`src/rtl/trap_ctrl_if.sv`:
```
// Trap CSR channel between the trap sequencer and the CSR file.
// The sequencer drives one CSR access per cycle. The CSR file returns read data
// combinationally for whatever address is currently presented.
interface trap_ctrl_if;
  logic        trap_csr_we_o;
  logic [11:0] trap_csr_addr_o;
  logic [31:0] trap_csr_wdata_o;
  logic [31:0] trap_csr_rdata_i;

  // Trap sequencer side
  modport master (
    output trap_csr_we_o,
    output trap_csr_addr_o,
    output trap_csr_wdata_o,
    input  trap_csr_rdata_i
  );

  // CSR file side
  modport slave (
    input  trap_csr_we_o,
    input  trap_csr_addr_o,
    input  trap_csr_wdata_o,
    output trap_csr_rdata_i
  );
endinterface

```
`src/rtl/trap_ctrl.sv`:
```
// Trap sequencer between execute/writeback and the CSR file.
// On trap entry it saves mepc, mcause, mtval and mstatus, one CSR per cycle,
// and then redirects to mtvec. On mret it restores mstatus and redirects to mepc.
//
// state      | meaning
// -----------+------------------------------------------------
// IDLE       | waiting for an instruction boundary with a trap or mret
// W_MEPC     | write saved epc to mepc
// W_MCAUSE   | write latched cause to mcause
// W_MTVAL    | write latched tval to mtval
// W_MSTATUS  | mstatus: MPIE <= MIE, MIE <= 0
// T_JUMP     | read mtvec and redirect to the handler
// R_MSTATUS  | mstatus: MIE <= MPIE, MPIE <= 1
// R_JUMP     | redirect to mepc
module trap_ctrl #(
  parameter logic [31:0] CAUSE_ECALL   = 32'd11,
  parameter logic [31:0] CAUSE_EBREAK  = 32'd3,
  parameter logic [31:0] CAUSE_ILLEGAL = 32'd2,
  parameter logic [31:0] CAUSE_MEI     = 32'h8000000B,
  parameter logic [31:0] CAUSE_MSI     = 32'h80000003,
  parameter logic [31:0] CAUSE_MTI     = 32'h80000007
) (
  input  logic              clk,
  input  logic              rst,
  input  logic              hx_valid,
  input  logic [31:0]       inst_pc_i,
  input  logic [31:0]       next_pc_i,
  input  logic [31:0]       inst_i,
  input  logic              ecall_i,
  input  logic              ebreak_i,
  input  logic              illegal_i,
  input  logic              mret_i,
  input  logic              ex_trap_valid_i,
  input  logic              soft_trap_valid_i,
  input  logic              tcmp_trap_valid_i,
  input  logic              mstatus_MIE3_i,
  input  logic [31:0]       mepc_i,
  trap_ctrl_if.master       csr,
  output logic              hold_o,
  output logic              jump_o,
  output logic [31:0]       jump_addr_o
);

  localparam logic [11:0] ADDR_MSTATUS = 12'h300;
  localparam logic [11:0] ADDR_MTVEC   = 12'h305;
  localparam logic [11:0] ADDR_MEPC    = 12'h341;
  localparam logic [11:0] ADDR_MCAUSE  = 12'h342;
  localparam logic [11:0] ADDR_MTVAL   = 12'h343;

  typedef enum logic [2:0] {
    IDLE      = 3'd0,
    W_MEPC    = 3'd1,
    W_MCAUSE  = 3'd2,
    W_MTVAL   = 3'd3,
    W_MSTATUS = 3'd4,
    T_JUMP    = 3'd5,
    R_MSTATUS = 3'd6,
    R_JUMP    = 3'd7
  } state_t;

  state_t      state, state_nxt;

  logic [31:0] cause_q, epc_q, tval_q;
  logic [31:0] cause_d, epc_d, tval_d;

  logic        exc_hit;
  logic        irq_hit;
  logic        trap_hit;
  logic        mret_hit;

  logic        csr_we;
  logic [11:0] csr_addr;
  logic [31:0] csr_wdata;
  logic [31:0] rdata;

  assign rdata = csr.trap_csr_rdata_i;

  // Entry qualification. Exceptions win over mret, and mret wins over interrupts.
  always_comb begin
    exc_hit  = hx_valid & (illegal_i | ebreak_i | ecall_i);
    mret_hit = hx_valid & mret_i & ~exc_hit;
    irq_hit  = hx_valid & mstatus_MIE3_i & ~mret_i &
               (ex_trap_valid_i | soft_trap_valid_i | tcmp_trap_valid_i);
    trap_hit = exc_hit | irq_hit;
  end

  // Cause, epc and tval selected for the trap being taken this cycle
  always_comb begin
    cause_d = 32'd0;
    epc_d   = 32'd0;
    tval_d  = 32'd0;
    if (exc_hit) begin
      epc_d = inst_pc_i;
      if (illegal_i) begin
        cause_d = CAUSE_ILLEGAL;
        tval_d  = inst_i;
      end else if (ebreak_i) begin
        cause_d = CAUSE_EBREAK;
        tval_d  = inst_pc_i;
      end else begin
        cause_d = CAUSE_ECALL;
      end
    end else begin
      // An interrupt is taken on the boundary, so the return address is the next PC
      epc_d = next_pc_i;
      if (ex_trap_valid_i)        cause_d = CAUSE_MEI;
      else if (soft_trap_valid_i) cause_d = CAUSE_MSI;
      else                        cause_d = CAUSE_MTI;
    end
  end

  // Latch trap info on entry. It stays stable while the sequence runs,
  // even if the request drops.
  always_ff @(posedge clk or posedge rst) begin
    if (rst) begin
      cause_q <= 32'd0;
      epc_q   <= 32'd0;
      tval_q  <= 32'd0;
    end else if (state == IDLE && trap_hit) begin
      cause_q <= cause_d;
      epc_q   <= epc_d;
      tval_q  <= tval_d;
    end
  end

  // State register
  always_ff @(posedge clk or posedge rst) begin
    if (rst) state <= IDLE;
    else     state <= state_nxt;
  end

  // Next-state logic. Requests are only looked at in IDLE.
  always_comb begin
    state_nxt = state;
    case (state)
      IDLE: begin
        if (trap_hit)      state_nxt = W_MEPC;
        else if (mret_hit) state_nxt = R_MSTATUS;
      end
      W_MEPC:    state_nxt = W_MCAUSE;
      W_MCAUSE:  state_nxt = W_MTVAL;
      W_MTVAL:   state_nxt = W_MSTATUS;
      W_MSTATUS: state_nxt = T_JUMP;
      T_JUMP:    state_nxt = IDLE;
      R_MSTATUS: state_nxt = R_JUMP;
      R_JUMP:    state_nxt = IDLE;
      default:   state_nxt = IDLE;
    endcase
  end

  // Output decode: the CSR access, hold and redirect for each state
  always_comb begin
    csr_we      = 1'b0;
    csr_addr    = 12'h000;
    csr_wdata   = 32'd0;
    hold_o      = 1'b0;
    jump_o      = 1'b0;
    jump_addr_o = 32'd0;
    case (state)
      IDLE: begin
        // Stall from the detect cycle, so idex cannot race the sequence to the CSRs
        hold_o = (trap_hit | mret_hit) & ~rst;
      end
      W_MEPC: begin
        hold_o    = 1'b1;
        csr_we    = 1'b1;
        csr_addr  = ADDR_MEPC;
        csr_wdata = epc_q;
      end
      W_MCAUSE: begin
        hold_o    = 1'b1;
        csr_we    = 1'b1;
        csr_addr  = ADDR_MCAUSE;
        csr_wdata = cause_q;
      end
      W_MTVAL: begin
        hold_o    = 1'b1;
        csr_we    = 1'b1;
        csr_addr  = ADDR_MTVAL;
        csr_wdata = tval_q;
      end
      W_MSTATUS: begin
        hold_o       = 1'b1;
        csr_we       = 1'b1;
        csr_addr     = ADDR_MSTATUS;
        csr_wdata    = rdata;
        csr_wdata[7] = rdata[3];
        csr_wdata[3] = 1'b0;
      end
      T_JUMP: begin
        // mtvec low bits carry the mode field. The handler base is word aligned.
        hold_o      = 1'b1;
        csr_addr    = ADDR_MTVEC;
        jump_o      = 1'b1;
        jump_addr_o = {rdata[31:2], 2'b00};
      end
      R_MSTATUS: begin
        hold_o       = 1'b1;
        csr_we       = 1'b1;
        csr_addr     = ADDR_MSTATUS;
        csr_wdata    = rdata;
        csr_wdata[3] = rdata[7];
        csr_wdata[7] = 1'b1;
      end
      R_JUMP: begin
        hold_o      = 1'b1;
        jump_o      = 1'b1;
        jump_addr_o = mepc_i;
      end
      default: ;
    endcase
  end

  assign csr.trap_csr_we_o    = csr_we;
  assign csr.trap_csr_addr_o  = csr_addr;
  assign csr.trap_csr_wdata_o = csr_wdata;

endmodule

```
`src/flat_wrapper.sv`:
```
// flat-port wrapper written by rule: the top's interface ports become plain ports
module trap_ctrl_flat 
#(
  parameter logic [31:0] CAUSE_ECALL   = 32'd11,
  parameter logic [31:0] CAUSE_EBREAK  = 32'd3,
  parameter logic [31:0] CAUSE_ILLEGAL = 32'd2,
  parameter logic [31:0] CAUSE_MEI     = 32'h8000000B,
  parameter logic [31:0] CAUSE_MSI     = 32'h80000003,
  parameter logic [31:0] CAUSE_MTI     = 32'h80000007
)
  (clk, rst, hx_valid, inst_pc_i, next_pc_i, inst_i, ecall_i, ebreak_i, illegal_i, mret_i, ex_trap_valid_i, soft_trap_valid_i, tcmp_trap_valid_i, mstatus_MIE3_i, mepc_i, hold_o, jump_o, jump_addr_o, csr_trap_csr_we_o, csr_trap_csr_addr_o, csr_trap_csr_wdata_o, csr_trap_csr_rdata_i);
  trap_ctrl_if csr_i ();
  input  logic clk;
  input  logic rst;
  input  logic hx_valid;
  input  logic [31:0] inst_pc_i;
  input  logic [31:0] next_pc_i;
  input  logic [31:0] inst_i;
  input  logic ecall_i;
  input  logic ebreak_i;
  input  logic illegal_i;
  input  logic mret_i;
  input  logic ex_trap_valid_i;
  input  logic soft_trap_valid_i;
  input  logic tcmp_trap_valid_i;
  input  logic mstatus_MIE3_i;
  input  logic [31:0] mepc_i;
  output logic hold_o;
  output logic jump_o;
  output logic [31:0] jump_addr_o;
  output wire logic [$bits(csr_i.trap_csr_we_o)-1:0] csr_trap_csr_we_o;
  output wire logic [$bits(csr_i.trap_csr_addr_o)-1:0] csr_trap_csr_addr_o;
  output wire logic [$bits(csr_i.trap_csr_wdata_o)-1:0] csr_trap_csr_wdata_o;
  input wire logic [$bits(csr_i.trap_csr_rdata_i)-1:0] csr_trap_csr_rdata_i;
  assign csr_trap_csr_we_o = csr_i.trap_csr_we_o;
  assign csr_trap_csr_addr_o = csr_i.trap_csr_addr_o;
  assign csr_trap_csr_wdata_o = csr_i.trap_csr_wdata_o;
  assign csr_i.trap_csr_rdata_i = csr_trap_csr_rdata_i;
  trap_ctrl #(.CAUSE_ECALL(CAUSE_ECALL), .CAUSE_EBREAK(CAUSE_EBREAK), .CAUSE_ILLEGAL(CAUSE_ILLEGAL), .CAUSE_MEI(CAUSE_MEI), .CAUSE_MSI(CAUSE_MSI), .CAUSE_MTI(CAUSE_MTI)) u_core (.clk(clk), .rst(rst), .hx_valid(hx_valid), .inst_pc_i(inst_pc_i), .next_pc_i(next_pc_i), .inst_i(inst_i), .ecall_i(ecall_i), .ebreak_i(ebreak_i), .illegal_i(illegal_i), .mret_i(mret_i), .ex_trap_valid_i(ex_trap_valid_i), .soft_trap_valid_i(soft_trap_valid_i), .tcmp_trap_valid_i(tcmp_trap_valid_i), .mstatus_MIE3_i(mstatus_MIE3_i), .mepc_i(mepc_i), .csr(csr_i), .hold_o(hold_o), .jump_o(jump_o), .jump_addr_o(jump_addr_o));
endmodule
```
`config.mk`:
```
export PLATFORM = sky130hd
export DESIGN_NAME = trap_ctrl_flat
export DESIGN_NICKNAME = d
export VERILOG_FILES = /design/src/rtl/trap_ctrl_if.sv /design/src/rtl/trap_ctrl.sv /design/src/flat_wrapper.sv
export SDC_FILE = /design/constraint.sdc
export NUM_CORES = 1
export LEC_CHECK = 0
export BUFFER_PORTS_ARGS = -buffer_cell sky130_fd_sc_hd__buf_2
export CORE_ASPECT_RATIO = 0.75
export CORE_MARGIN = 5
export CORE_UTILIZATION = 46
export CTS_CLUSTER_SIZE = 8
export DETAILED_ROUTE_END_ITERATION = 12
export GPL_ROUTABILITY_DRIVEN = 1
export HOLD_SLACK_MARGIN = 0.12
export PLACE_DENSITY = 0.82
export REMOVE_ABC_BUFFERS = 1
export SYNTH_ARGS = -nofsm -noshare
export SYNTH_HDL_FRONTEND = slang
export SYNTH_SLANG_ARGS = --single-unit
```
`constraint.sdc`:
```
create_clock -name clk -period 3.4 [get_ports clk]
set_clock_uncertainty 0.1 [all_clocks]
set_input_delay 0.68 -clock clk [delete_from_list [all_inputs] [get_ports clk]]
set_output_delay 0.68 -clock clk [all_outputs]
set_load 0.02 [all_outputs]
```
-- Word-level counts from Yosys, hierarchy flattened
Index checks and enable logic that the tools add are counted.
- equal/unequal tests: 8
- mux-type cells: 18
- bitwise gates (word level): 16
- reductions and logical operators: 6
- operators with widths (kind ; number):
    32-bit two-way mux ; 7
    32-bit case mux with 5 select lines ; 1
    32-bit case mux with 2 select lines ; 1
    10-bit case mux with 5 select lines ; 1
    3-bit case mux with 7 select lines ; 1
    3-bit == test (second input constant) ; 4
    3-bit two-way mux ; 3
    1-bit bitwise AND ; 7
    7-bit OR reduction ; 1
    3-bit by 2-bit == test with 1-bit output (second input constant) ; 2
    1-bit OR ; 6
    5-bit OR reduction ; 1
    4-bit two-way mux ; 1
    2-bit OR reduction ; 2
    3-bit by 1-bit == test with 1-bit output (second input constant) ; 1
    3-bit zero test ; 1
    3-bit by 1-bit != test with 1-bit output (second input constant) ; 1
    1-bit inverter ; 3
    1-bit two-way mux ; 2
    1-bit case mux with 2 select lines ; 1
    1-bit logical AND ; 1
- register bits: 99
- input bits: 171
- output and inout port bits: 79
- word-level logic and storage cells: 52

-- Longest topological paths before layout
Gate-level depths: netlist of the first run.
- depth after elaboration: 8
- depth in mapped cells: 7

-- Worst setup path before layout of the first run
OpenSTA, ideal clock, no wires.
- kind: input port to output port
- start: input hx_valid
- end: output hold_o
- data arrival time: 1.882 ns
- slack: 0.738 ns
- cell stages on the path: 5
- path buffers: 2
- cell sequence: clkbuf_1 o31ai_4 buf_2 and3_1 o21ai_0
- longest elaborated chain between the ends: 7
- RTL lines (item ; line ; RTL):
    start, declared ; flat_wrapper.sv:15 ; input logic hx_valid;
    1-bit bitwise AND (3 in a row) ; trap_ctrl.sv:82 ; irq_hit = hx_valid & mstatus_MIE3_i & ~mret_i &
    1-bit OR ; trap_ctrl.sv:84 ; trap_hit = exc_hit | irq_hit;
    1-bit OR (*) ; trap_ctrl.sv:162 ; hold_o = (trap_hit | mret_hit) & ~rst;
    1-bit bitwise AND (*) ; trap_ctrl.sv:162 ;
    1-bit case mux with 2 select lines (*) ; trap_ctrl.sv:159 ; case (state)
    end, declared ; flat_wrapper.sv:28 ; output logic hold_o;
Every way passes the cells marked *; elsewhere a longest branch is shown, timed or not.

-- Worst setup path after layout of the first run
- start: register u_core.state[1]
- end: output hold_o
- longest elaborated chain between the ends: 3
- RTL lines (item ; line ; RTL):
    start, declared ; trap_ctrl.sv:61 ; state_t state, state_nxt;
    start signal, assigned ; trap_ctrl.sv:129 ; else state <= state_nxt;
    3-bit by 1-bit == test with 1-bit output (tied with other cells) ; trap_ctrl.sv:159 ;
    7-bit OR reduction (no line) ; -- ;
    1-bit case mux with 2 select lines (*) ; trap_ctrl.sv:159 ;
Marks and branches as above.

==> reports/results.ini, run 1 <==
[status]
status = finished, final reports clean

[floorplanning]
die_h_um = 97.9
io_pins = 250
floorplan.initialDensity_pct = 46.5
fp.dieArea_sq_um = 12400
die_x_um = 127
core_area_sq_um = 10200
rows = 32

[finish]
area_growth_syn_to_layout_pct = 34.9
stdcell_area_sq_um = 6380
drive_gt1_share_pct = 42.3
multiInputGateArea_sq_um = 2680
fin_nets = 891
fillers = 900
final-seq-area_sq_um = 1810
n_antenna_cell = 0

[power]
total_power_mw = 5.57
pwr_density_cell_nw_per_um2 = 872
irDropWorstVdd_mv = 0.475
power.leakage_nw = 3.18

[hold_path]
hold_class = input pin to asynchronous set/reset pin

[clock_tree]
cts_root_buf = clkbuf_16
cts-resized-gates = 0
cts_tree = yes
clockBufferDepth = 2
post_cts_buffers = 0
cts_hold_buf = 0
numCtsBuffers = 9
clk_pin_slew_ps = 60
cts_htree_levels = 3
worst_skew_pair.late_latency_ps = 320
cts.sinks = 72

[logic_synthesis]
ys_ff_latch = 72
ys_seq_area_share_pct = 38.1
synth-edff-count = 0
synthCells = 499
synth_top_area_share_pct = 38.1
synth_common_cells = dfrtp_1, mux2i_1, nor2_1
syn-cell-area_sq_um = 4730
synth_area_per_cell_sq_um = 9.49
synth_area_leaders = dfrtp_1, mux2i_1, a2bb2oi_1, a22oi_1, nor2b_1
ys_warn_count = 0
synth_top_flop_cell = dfrtp_1
synth_most_common_cell = dfrtp_1
synth.distinct_cells = 38
async_flop_share_pct = 100
synth_area_leader_cell = dfrtp_1

[sta]
slew_headroom_pct = 48.0
setup_slack_ps = 469
finalWorstPathRequiredPeriod_ps = 2930
slew_viol_final = 0
worst_slew_pin_slew_ps = 776
final_hold_viol_count = 0
hold_slack_ps = 369
post-route-period-util_pct = 86.2
fmax_ghz = 0.341
rsz0062_at_grt = no
setup_viol = 0

[detailed_routing]
vias_per_cell = 5.61
wirelength_um = 16000
firstDrtPassIters = 4
dr_total_vias = 4832
remaining_drc_errors = 0
drt_iter0_drc = 278
final_antenna_net_count = 0
wl_per_cell_um = 18.6

[place]
pre_cts_ws_ps = 687
placed_area_sq_um = 6040
gp_congestion = 0.881
io_buffer_count = 243
dp_hpwl_um = 11900

[grt]
antenna_found_initial = 0
grt_max_degree = 43
grt_pass1_wl_um = 25500
grt_usage_pct = 25.2
gr-total-overflow = 0
grt_pass1_vias = 5079

[critical_path]
cp-end-kind = primary output
slowest_delay_ps = 710
reg2reg_slack_ps = 980
crit_path_cell_trace = buf_4 > nor3_4 > o21ai_0 > buf_2
worst-path-max-fanout = 35
r2r_start = u_core.state[1]
path_buf_inv = 2
startpoint_type = register
startpoint = u_core.state[1]
worstPathRequired_ps = 2620
critPathArrivalTime_ps = 2150
critPathTopFamily = flip-flops
slowest_stage = dfrtp_4
crit_type = register to primary output

[flow_run]
cap_viol_max_count = 0

[area by class of cell]
cell class / instances / share of cell area (%)
Timing Repair Buffer: 263 / 21.6
Sequential cell: 72 / 28.3
Inverter: 2 / 0.118
Clock inverter: 4 / 1.18
Clock buffer: 12 / 4.17
Multi-Input combinational cell: 372 / 42.0
Tap cell: 136 / 2.67
[state kept, by name (all words and copies together), names as in the netlist]
register / flops
u_core.cause_q: 5
u_core.epc_q: 32
u_core.state: 3
u_core.tval_q: 32
[cell usage in the layout, fill, tap and decap left out, drive strengths merged]
cell type	netlist	layout
clkinvlp	0	2
nand4	1	1
a22oi	35	35
inv	2	2
nand2b	4	4
a21boi	1	1
nand2	32	32
mux2i	59	59
conb	1	6
a211oi	1	1
nand3	3	3
or3	2	2
a2bb2oi	32	32
nor3	1	1
mux2	36	36
a31oi	2	2
nor2b	38	38
bufinv	0	2
buf	28	263
nor2	39	39
o22a	1	1
o22ai	33	33
a21oi	3	3
and3	3	3
o21a	1	1
o31ai	2	2
o21ai	33	33
dfrtp	72	72
a32o	2	2
clkbuf	30	12
a221oi	1	1
a21o	1	1
[cell families after synthesis]
kind of cell	Yosys count	share of synthesized area, %
other	1	0.0792
AO/OA/AOI/OAI	148	22.0
multiplexers	95	21.0
buffers and inverters	60	6.08
flip-flops	72	38.1
AND/OR/NAND/NOR	123	12.7
[through the flow]
stage	cells	setup TNS [ps]	util, %
floorplan	446	-87330	-
global placement	845	0	59.4
detailed placement	845	0	59.4
CTS	861	0	62.8
global route	861	0	62.8
finish	861	0	62.8
[path summary, 6_finish.rpt]
kind / end / cells past startpoint
setup / recovery: hold_o / 4
hold / removal: u_core.cause_q[31] / 2
setup reg to reg: u_core.tval_q[16] / 4
hold reg to reg: u_core.cause_q[1] / 1
max in group asynchronous: u_core.state[1] / 3
min in group clk: u_core.cause_q[1] / 1
[per-layer routing]
layer	up-vias	GRT usage [%]	part of all wire, %
met1	2326	30.9	41
li1	2259	-	-
met5	-	0	0
met4	0	8.90	2.2
met3	30	5.69	7.6
met2	217	43.5	49
[worst register-to-register path, cell delays in order, from the launching register on]
cell and delay (ps):
dfrtp_4 710, or3_4 500, a21oi_4 150, buf_4 440
mux2_2 410
[power breakdown]
part           internal [mW]  total (mW)  switching (mW)
combinational           1.24        2.95            1.72
clock                  0.702        1.05           0.347
sequential              1.25        1.57           0.313
Power figures use the tool's default switching activity.
==> inputs of run 2 (changes only) <==
CORE_UTILIZATION = 30   (was 46)
PLACE_DENSITY = not set   (was 0.82)
clock period = 2.87 ns   (was 3.4 ns; I/O delays follow)
==> run 2 against run 1 <==
Net effect:
- final cell count up 8.2%
- sequential cell count unchanged
- total power up 19%
==> reports/results.ini, run 2 (synthesis gave the netlist of run 1 again) <==
[clock_tree]
clk_pin_slew_ps = 60  ; about the same
post_cts_buffers = 0  ; unchanged
cts_root_buf = clkbuf_16
clockBufferDepth = 2  ; unchanged
cts_htree_levels = 3  ; unchanged
numCtsBuffers = 9  ; unchanged
cts.sinks = 72  ; unchanged
cts_hold_buf = 0  ; unchanged
worst_skew_pair.late_latency_ps = 330  ; about the same
cts-resized-gates = 0  ; unchanged
cts_tree = yes

[detailed_routing]
vias_per_cell = 5.08  ; -9.5%
wl_per_cell_um = 17.9  ; -3.4%
drt_iter0_drc = 265  ; -4.7%
wirelength_um = 16700  ; +4.6%
final_antenna_net_count = 0  ; unchanged
remaining_drc_errors = 0  ; unchanged
dr_total_vias = 4732  ; -2.1%
firstDrtPassIters = 4  ; unchanged

[sta]
slew_viol_final = 0  ; unchanged
finalWorstPathRequiredPeriod_ps = 2640
rsz0062_at_grt = no
slew_headroom_pct = 41.9  ; -6.1 points
setup_slack_ps = 234  ; -235 ps
fmax_ghz = 0.379
setup_viol = 0  ; unchanged
worst_slew_pin_slew_ps = 871  ; +94.7 ps
post-route-period-util_pct = 91.8
final_hold_viol_count = 0  ; unchanged

[critical_path]
critPathArrivalTime_ps = 1960  ; -190 ps
reg2reg_depth = 4  ; unchanged
critPathCapture = jump_addr_o[28]
startpoint_type = register
reg2reg_slack_ps = 690  ; -290 ps
crit_type = register to primary output
startpoint = u_core.state[1]
worstPathRequired_ps = 2200  ; -420 ps
r2r_start = u_core.state[1]
r2r_end = u_core.tval_q[6]
worst-path-max-fanout = 21  ; -40%
cp-end-kind = primary output

[flow_run]
cap_viol_max_count = 0  ; unchanged

[place]
io_buffer_count = 243  ; unchanged
gp_congestion = 0.773  ; -12%
dp_hpwl_um = 12300  ; +3.8%
placed_area_sq_um = 6190  ; +2.4%
pre_cts_ws_ps = 474  ; -213 ps
dp.cells = 916  ; +8.4%

[floorplanning]
core_area_sq_um = 15400  ; +51%
io_pins = 250  ; unchanged
die_x_um = 155  ; +22%
fp.dieArea_sq_um = 18400  ; +48%
floorplan.initialDensity_pct = 30.8  ; -16 points
rows = 39  ; +22%
die_h_um = 119  ; +21%

[grt]
antenna_found_initial = 0  ; unchanged
grt_pass1_wl_um = 26100  ; +2.4%
gr-total-overflow = 0  ; unchanged
grt_pass1_vias = 4784  ; -5.8%
grt_max_degree = 66  ; +53%
grt_usage_pct = 17.6  ; -7.6 points

[finish]
stdcell_area_sq_um = 6510  ; +2.0%
final_cells = 932  ; +8.2%
post-route-util_pct = 42.4  ; -20 points
fin_nets = 893  ; +0.22%
fillers = 1564  ; +74%
drive_gt1_share_pct = 42.4  ; about the same
final_common_cell = buf_2
area_growth_syn_to_layout_pct = 37.6
n_antenna_cell = 0  ; unchanged
final_cell_mix = buf_2, dfrtp_1, mux2i_1
layout_top_registers = u_core.epc_q: 32 flops, u_core.tval_q: 32 flops, u_core.cause_q: 5 flops

[power]
irDropWorstVdd_mv = 0.375  ; -21%
pwr_density_cell_nw_per_um2 = 1010  ; +16%
power.leakage_nw = 3.19  ; +0.47%
total_power_mw = 6.60  ; +19%

[hold_path]
hold_class = input pin to asynchronous set/reset pin

[status]
status = finished, final reports clean

## run 2: worst min-delay path by stage
stage / endpoint / start / slack [ps] / depth (start not counted)
after floorplan: u_core.cause_q[1] / u_core.cause_q[1] / 340 / 1
after global placement: u_core.cause_q[1] / u_core.cause_q[1] / 350 / 1
after detailed placement: u_core.cause_q[1] / u_core.cause_q[1] / 350 / 1
after CTS: u_core.state[1] / rst / 330 / 2
after global routing: u_core.cause_q[2] / rst / 390 / 2
final: u_core.epc_q[20] / rst / 310 / 2
## run 2: stage by stage
stage               hold WS [ps]  setup TNS, ps
floorplan                    335        -153760
global placement             354              0
detailed placement           355              0
CTS                          326              0
global route                 387              0
finish                       315              0
## run 2: critical path: stages, from the launching register on
cell and delay (ps):
dfrtp_4 610, buf_4 370, buf_4 230, mux2i_1 200
nor2_1 50, buf_2 160
## run 2: power breakdown
part / switching [mW] / leakage, nW / internal (mW)
Combinational: 2.11 / 2.17 / 1.51
Sequential: 0.292 / 0.869 / 1.49
Clock: 0.419 / 0.152 / 0.783
## run 2: layout make-up
type | count | area [sq um] | area share (%)
multi-input cells | 372 | 2690 | 41.3
flip-flops and latches | 72 | 1810 | 27.7
repair buffers | 265 | 1430 | 22.0
well taps | 205 | 256 | 3.94
clock buffers | 11 | 243 | 3.73
clock inverters | 5 | 80.1 | 1.23
inverters | 2 | 8.76 | 0.135
## run 2: layer usage
| metal | global-route usage, % | vias up | wire length (um) |
|---|---|---|---|
| met3 | 4.31 | 10 | 1350 |
| met5 | 0 | - | 0 |
| met2 | 28.4 | 203 | 7580 |
| met1 | 24.3 | 2252 | 7720 |
| li1 | - | 2267 | - |
| met4 | 2.81 | 0 | 76 |
